## src/rtl/micro_dispatch.sv

```systemverilog
// Instruction dispatcher: buffers up to two opcodes and hands them one at a time
// to a microcode unit with an sos/eos handshake, with halt and timeout traps.
module micro_dispatch #(
   parameter int unsigned TIMEOUT_CYCLES = 255,
   parameter logic [5:0]  HALT_OPCODE    = 6'h3F
) (
   input  logic        clk,
   input  logic        rst,
   input  logic [31:0] instr,
   input  logic        instr_valid,
   output logic        instr_ready,
   output logic [5:0]  opcode,
   output logic        sos,
   input  logic        eos,
   output logic        busy,
   output logic        halted,
   output logic        timeout,
   output logic [15:0] retired
);

   localparam logic [2:0] S_IDLE     = 3'd0;
   localparam logic [2:0] S_DISPATCH = 3'd1;
   localparam logic [2:0] S_WAIT     = 3'd2;
   localparam logic [2:0] S_HALT     = 3'd3;
   localparam logic [2:0] S_TIMEOUT  = 3'd4;

   localparam logic [15:0] WAIT_LAST = 16'(TIMEOUT_CYCLES - 1);

   logic [2:0]  state;
   logic [5:0]  buf0, buf1;
   logic [1:0]  count;
   logic [15:0] wait_cnt;
   logic [5:0]  in_op, head_op;
   logic        accept, head_valid, pop;
   logic        unused_instr;

   assign in_op        = instr[31:26];
   assign unused_instr = ^instr[25:0];

   assign instr_ready = !rst && (count != 2'd2) && (state != S_HALT) && (state != S_TIMEOUT);
   assign accept      = instr_valid && instr_ready;

   // In IDLE with an empty buffer the incoming opcode bypasses storage for 1-cycle latency
   assign head_valid = (count != 2'd0) || ((state == S_IDLE) && accept);
   assign head_op    = (count != 2'd0) ? buf0 : in_op;
   assign pop        = head_valid && ((state == S_IDLE) || ((state == S_WAIT) && eos));

   assign sos     = (state == S_DISPATCH);
   assign busy    = (state == S_DISPATCH) || (state == S_WAIT);
   assign halted  = (state == S_HALT);
   assign timeout = (state == S_TIMEOUT);

   always_ff @(posedge clk or posedge rst) begin
      if (rst) begin
         state    <= S_IDLE;
         buf0     <= '0;
         buf1     <= '0;
         count    <= '0;
         wait_cnt <= '0;
         opcode   <= '0;
         retired  <= '0;
      end else begin
         if (pop && accept) begin
            if (count != 2'd0)
               buf0 <= in_op;
         end else if (pop) begin
            buf0  <= buf1;
            count <= count - 2'd1;
         end else if (accept) begin
            if (count == 2'd0)
               buf0 <= in_op;
            else
               buf1 <= in_op;
            count <= count + 2'd1;
         end

         case (state)
            S_IDLE: begin
               if (pop) begin
                  opcode   <= head_op;
                  wait_cnt <= '0;
                  state    <= (head_op == HALT_OPCODE) ? S_HALT : S_DISPATCH;
               end
            end
            S_DISPATCH: state <= S_WAIT;
            S_WAIT: begin
               if (eos) begin
                  retired <= retired + 16'd1;
                  if (pop) begin
                     opcode   <= head_op;
                     wait_cnt <= '0;
                     state    <= (head_op == HALT_OPCODE) ? S_HALT : S_DISPATCH;
                  end else begin
                     state <= S_IDLE;
                  end
               end else if (wait_cnt == WAIT_LAST) begin
                  state <= S_TIMEOUT;
               end else begin
                  wait_cnt <= wait_cnt + 16'd1;
               end
            end
            default: ;
         endcase
      end
   end

endmodule

```

## config.mk

```make
export PLATFORM = sky130hd
export DESIGN_NAME = micro_dispatch
export DESIGN_NICKNAME = d
export VERILOG_FILES = /design/src/rtl/micro_dispatch.sv
export SDC_FILE = /design/constraint.sdc
export NUM_CORES = 1
export LEC_CHECK = 0
export BUFFER_PORTS_ARGS = -buffer_cell sky130_fd_sc_hd__clkbuf_2
export CORE_ASPECT_RATIO = 1.5
export CORE_MARGIN = 10
export CORE_UTILIZATION = 37
export DETAILED_ROUTE_END_ITERATION = 10
export GPL_TIMING_DRIVEN = 0
export MAX_ROUTING_LAYER = met4
export PLACE_DENSITY_LB_ADDON = 0.08
export RECOVER_POWER = 50
export SETUP_SLACK_MARGIN = 0.2
export SLEW_MARGIN = 0
export SYNTH_ARGS = -nofsm -noshare
export SYNTH_HDL_FRONTEND = slang
export SYNTH_SLANG_ARGS = --single-unit
```

## constraint.sdc

```tcl
create_clock -name clk -period 4.8 [get_ports clk]
set_clock_uncertainty 0.05 [all_clocks]
set_input_delay 0.72 -clock clk [delete_from_list [all_inputs] [get_ports clk]]
set_output_delay 0.72 -clock clk [all_outputs]
set_load 0.02 [all_outputs]
```

# After elaboration in Yosys (flattened, before gate mapping)
# Cells that the tools add are included.
[word_totals] ff_bits=55 inputBits=36 out_inout_bits=27 elab_cells=76
[op_classes] addsub=4 eq_ne=14 n_mux=21 n_bitwise=3 reduce_logical=27
[op_table] operator="2-to-1 mux 16 bit" n=3
[op_table] operator="2-to-1 mux 6 bit" n=8
[op_table] operator="adder 16 x 1 -> 16 bit (second input constant)" n=2
[op_table] operator="case mux 16 bit (2 select lines)" n=1
[op_table] operator="== test 16 x 8 -> 1 bit (second input constant)" n=1
[op_table] operator="case mux 6 bit (2 select lines)" n=1
[op_table] operator="2-to-1 mux 3 bit" n=3
[op_table] operator="case mux 3 bit (3 select lines)" n=1
[op_table] operator="nonzero test 3 bit" n=3
[op_table] operator="logical AND 1 bit" n=8
[op_table] operator="2-to-1 mux 2 bit" n=4
[op_table] operator="inequality test 2 bit (second input constant)" n=4
[op_table] operator="AND reduction 2 bit" n=4
[op_table] operator="== test 3 x 2 -> 1 bit (second input constant)" n=2
[op_table] operator="== test 6 bit (second input constant)" n=1
[op_table] operator="inequality test 3 x 2 -> 1 bit (second input constant)" n=2
[op_table] operator="inequality test 3 bit (second input constant)" n=2
[op_table] operator="AND reduction 3 bit" n=2
[op_table] operator="nonzero test 2 bit" n=3
[op_table] operator="AND reduction 4 bit" n=1
[op_table] operator="== test 3 x 1 -> 1 bit (second input constant)" n=1
[op_table] operator="== test 3 bit (second input constant)" n=1
[op_table] operator="logical NOT 3 bit" n=1
[op_table] operator="logical OR 1 bit" n=3
[op_table] operator="5 further kinds" n=7

# Depth between registers and ports, before layout
[depth] depth_word=11 depth_mapped=12 mapped_depth_nobuf=9

# Worst setup path before layout
# OpenSTA, ideal clock, no wires.
[synth_path] kind="register -> register" from="reg state[0]" to="reg buf0[0]" setup_ns=0.077 arrival_time_ns=2.535 t_required_ns=4.673 slack_ns=2.138 path_stages_with_launch=13 n_path_buf=3 period_less_slack_ns=2.662 cell_sequence="dfrtp_1 buf_2 nor3b_2 nor4_4 o211ai_2 buf_2 inv_1 ha_1 a21o_1 a21oi_1 buf_2 nor2_1 a21oi_1"
[synth_between] elab_chain_cells=10 word_cells_on_any_way=19 cone_classes="eq/ne: 4; mux: 2; reduce/logical: 13"
[synth_lines] item="start, declared" line_no="29" rtl="logic [2:0] state;"
[synth_lines] item="start signal, assigned" line_no="82" rtl="state <= (head_op == HALT_OPCODE) ? S_HALT : S_DISPATCH;"
[synth_lines] item="start signal, assigned" line_no="92" rtl="state <= (head_op == HALT_OPCODE) ? S_HALT : S_DISPATCH;"
[synth_lines] item="inequality test 3 x 2 -> 1 bit" line_no="40" rtl="assign instr_ready = !rst && (count != 2'd2) && (state != S_HALT) && (state != S_TIMEOUT);"
[synth_lines] item="logical AND 1 bit (2 in a row)" line_no="40"
[synth_lines] item="logical AND 1 bit" line_no="41" rtl="assign accept = instr_valid && instr_ready;"
[synth_lines] item="logical AND 1 bit" line_no="44" rtl="assign head_valid = (count != 2'd0) || ((state == S_IDLE) && accept);"
[synth_lines] item="logical OR 1 bit" line_no="44"
[synth_lines] item="logical AND 1 bit" line_no="46" rtl="assign pop = head_valid && ((state == S_IDLE) || ((state == S_WAIT) && eos));"
[synth_lines] item="logical AND 1 bit" line_no="63" rtl="if (pop && accept) begin"
[synth_lines] item="inequality test 2 bit (no line) / nonzero test 3 bit (equally long branches)"
[synth_lines] item="AND reduction 3 bit (no line)"
[synth_lines] item="end signal, assigned" line_no="65" rtl="buf0 <= in_op;"
[synth_lines] item="end signal, assigned" line_no="67" rtl="buf0 <= buf1;"
[synth_lines] item="end signal, assigned" line_no="71" rtl="buf0 <= in_op;"
[synth_lines] item="end, declared" line_no="30" rtl="logic [5:0] buf0, buf1;"
# Several ways; a longest one is shown, not always the timed one.
# A chain may end at the register's enable or synchronous reset.

# Worst setup path after layout
[layout_path] from="reg state[1]" to="reg buf0[1]"
# Same word-level chain as after synthesis.

==> results.toml <==
[power_and_ir_drop]
pwr_density_cell_mw_per_mm2 = 504
ir_worst_vdd_mv = 0.227
internal_power_mw = 1.02
pwr-share-clk = 0.211
netSwitchingPower_mw = 0.642
pwr-share-comb = 0.378
p_leak_nw = 1.55
swShare = 0.387
power_frac_seq = 0.411

[cts]
cts_sinks = 55
h-tree-depth = 2
cts_tree = "done"
clk_latency_ps = 290
cts_setup_buffers = 0
cts-root-buf = "clkbuf_16"
holdBufCountCts = 0
clk_pin_slew_ps = 70
cts-buffers-inserted = 5
ctsResizeCount = 0
cts_max_path_buffers = 2

[synthesis]
yosysWarnings = 0
synth.net_count = 323
synth-edff-count = 0
syn_avg_cell_area_um2 = 10.2
netlist_top_cells_area = "dfrtp_1 (48%), mux2i_1 (4.2%), nand2_1 (4.1%)"
synth-seq-cells = 55
synth_area_mm2 = 0.00285
synth-main-ff-cell = "dfrtp_1"
syn_inst = 281
synth_area_leader_cell = "dfrtp_1"
synth_top_area_frac = 0.482
synthDistinctLibCells = 50
synthArstFlopShare = 1.00
ys_seq_area_frac = 0.482

[drt]
num_vias = 2253
avgRoutedWirePerCell_um = 15.8
viasPerCell = 5.26
wirelength_mm = 6.76
drt_pass1_iterations = 4
drtIter0Drc = 120
ant_nets = 0
drc_errors = 0

[grt]
antenna_found_initial = 0
grt_first_pass_wirelength_mm = 11.4
grt_max_degree = 31
grt_pass1_vias = 2263
grt_overflow = 0
groute.usage.overall = 0.122

[placement]
dp_hpwl_mm = 5.07
numPortBuffers = 36
place_congestion = 0.806

[outcome]
violations = "capacitance limit, slew limit"
status = "finished, violations left"

[flow_run]
maxCapViolations = 1

[floorplan]
dieArea_mm2 = 0.0117
design.core.area_mm2 = 0.00756
initial_utilization = 0.377
rows = 39
pin_count = 63
die_y_um = 128
die_x_um = 91.7

[finish]
seqCellArea_mm2 = 0.00138
utilization = 0.435
drive_gt1_frac = 0.156
area_growth_syn_to_layout_pct = 15.3
n_antenna_cell = 0
nFillCells = 753
multi_input_area_mm2 = 0.00141
final_nets = 367

[setup_path]
cp-end-kind = "register"
crit_required_ps = 4960
critical_path_class = "register to register"
critPathMaxFanout = 11
critPathArrivalTime_ps = 3240
start_kind = "register"

[sta]
min_period_ps = 3080
tightest_slew_ps = 1690
report.final.slew_viol_count = 31
rsz0062_at_grt = "no"
period_share = 0.641
final_hold_viol_count = 0
finalSetupTns_ps = 0
relSlewSlack = -0.124
max_freq_mhz = 325
setup_viol = 0

[worst_hold_path]
hp-class = "register to register"
worst max-delay path, stage by stage, from the launching register on:
cell and delay (ps):
dfrtp_1 360, buf_4 170, and3b_1 230, nor4_4 610
o211ai_2 240, buf_2 280, inv_1 70, ha_1 170
nor2_1 70, a21oi_1 280, buf_2 280, nor2_1 60
a21oi_1 120
power by group through the flow:
stage	Combinational [mW]	Sequential (mW)	Clock (mW)
3_3_place_gp	0.640	0.687	0
3_5_place_dp	0.650	0.693	0
6_report	0.627	0.682	0.350
5_1_grt	0.701	0.699	0.382
2_1_floorplan	0.430	0.716	0
4_1_cts	0.653	0.684	0.365
cells by family (layout without fill, tap and decap cells):
| group | Yosys count | count (layout) | synth area share |
|---|---|---|---|
| AOI/OAI and AO/OA | 59 | 59 | 0.139 |
| xor gates and xnor gates | 18 | 18 | 0.0552 |
| adders and majority gates | 6 | 6 | 0.0263 |
| buffers and inverters | 15 | 60 | 0.0228 |
| DFF | 55 | 55 | 0.482 |
| muxes | 19 | 19 | 0.0697 |
| and+or+nand+nor | 109 | 109 | 0.204 |
sequential cells by signal, indices dropped and copies added, names as in the netlist:
register / flops
retired: 16
wait_cnt: 16
count: 2
opcode: 6
buf1: 6
state: 3
buf0: 6
metal layers:
metal,global-route usage,routed length (um),up-vias
li1,-,-,1117
met1,0.134,2870,1101
met2,0.214,3600,29
met3,0.0240,190,6
met4,0.0410,95,0
met5,-,0,-
synthesized netlist by cell type (2+ instances only):
| cell | count |
|---|---|
| ha_1 | 6 |
| inv_1 | 5 |
| buf_2 | 4 |
| and4_1 | 5 |
| a21oi_1 | 19 |
| nand2b_1 | 2 |
| and3_1 | 7 |
| o21ai_0 | 10 |
| a31oi_1 | 3 |
| a211o_1 | 2 |
| nor3_1 | 8 |
| nand2_1 | 31 |
| mux2i_1 | 12 |
| o211ai_2 | 2 |
| nand4_1 | 6 |
| mux2_2 | 7 |
| clkbuf_1 | 5 |
| or4_1 | 2 |
| a41oi_1 | 5 |
| nand3_1 | 14 |
| xor2_1 | 6 |
| xnor2_1 | 12 |
| dfrtp_1 | 55 |
| o2bb2ai_1 | 2 |
| a21o_1 | 5 |
| a2bb2oi_1 | 2 |
| nor2_1 | 21 |
cell usage in the layout, fill, tap and decap left out, drive strengths merged, types with 3 or more instances in the layout:
master / synthesis / routed
ha: 6 / 6
mux2i: 12 / 12
mux2: 7 / 7
inv: 5 / 5
nor4: 3 / 3
buf: 5 / 5
xor2: 6 / 6
and4: 5 / 5
a21oi: 19 / 19
nor3: 8 / 8
a21o: 5 / 5
nand4: 6 / 6
nand3: 14 / 14
a31oi: 3 / 3
xnor2: 12 / 12
dfrtp: 55 / 55
nand2: 31 / 31
nor2: 21 / 21
a41oi: 5 / 5
o21ai: 11 / 11
and3: 7 / 7
clkbuf: 5 / 49
stage by stage:
stage               area, um^2  worst slack [ps]  cells  hold WS [ps]  total power [mW]
floorplan                 2850              2140    281           429              1.15
global placement          3160              1610    419           412              1.33
detailed placement        3180              1550    420           420              1.34
CTS                       3320              1640    428           433              1.70
global route              3290              1460    428           456              1.78
finish                    3290              1720    428           433              1.66
path summary, 6_finish.rpt:
check,startpoint,end,slack [ps],cells after the start
min in group asynchronous,rst,retired[8],600,2
min reg2reg,retired[15],retired[15],430,1
min,retired[15],retired[15],430,1
max,state[1],buf0[1],1720,12
max in group asynchronous,rst,opcode[2],2020,3
max reg2reg,state[1],buf0[1],1720,12
layout make-up:
class                           count  share of cell area
Multi-Input combinational cell    211               0.429
Sequential cell                    55               0.418
Timing Repair Buffer               37              0.0517
Clock buffer                        7              0.0403
Tap cell                          102              0.0388
Buffer                             10              0.0141
Inverter                            5             0.00571
Clock inverter                      1             0.00152
Power figures use the tool's default switching activity.
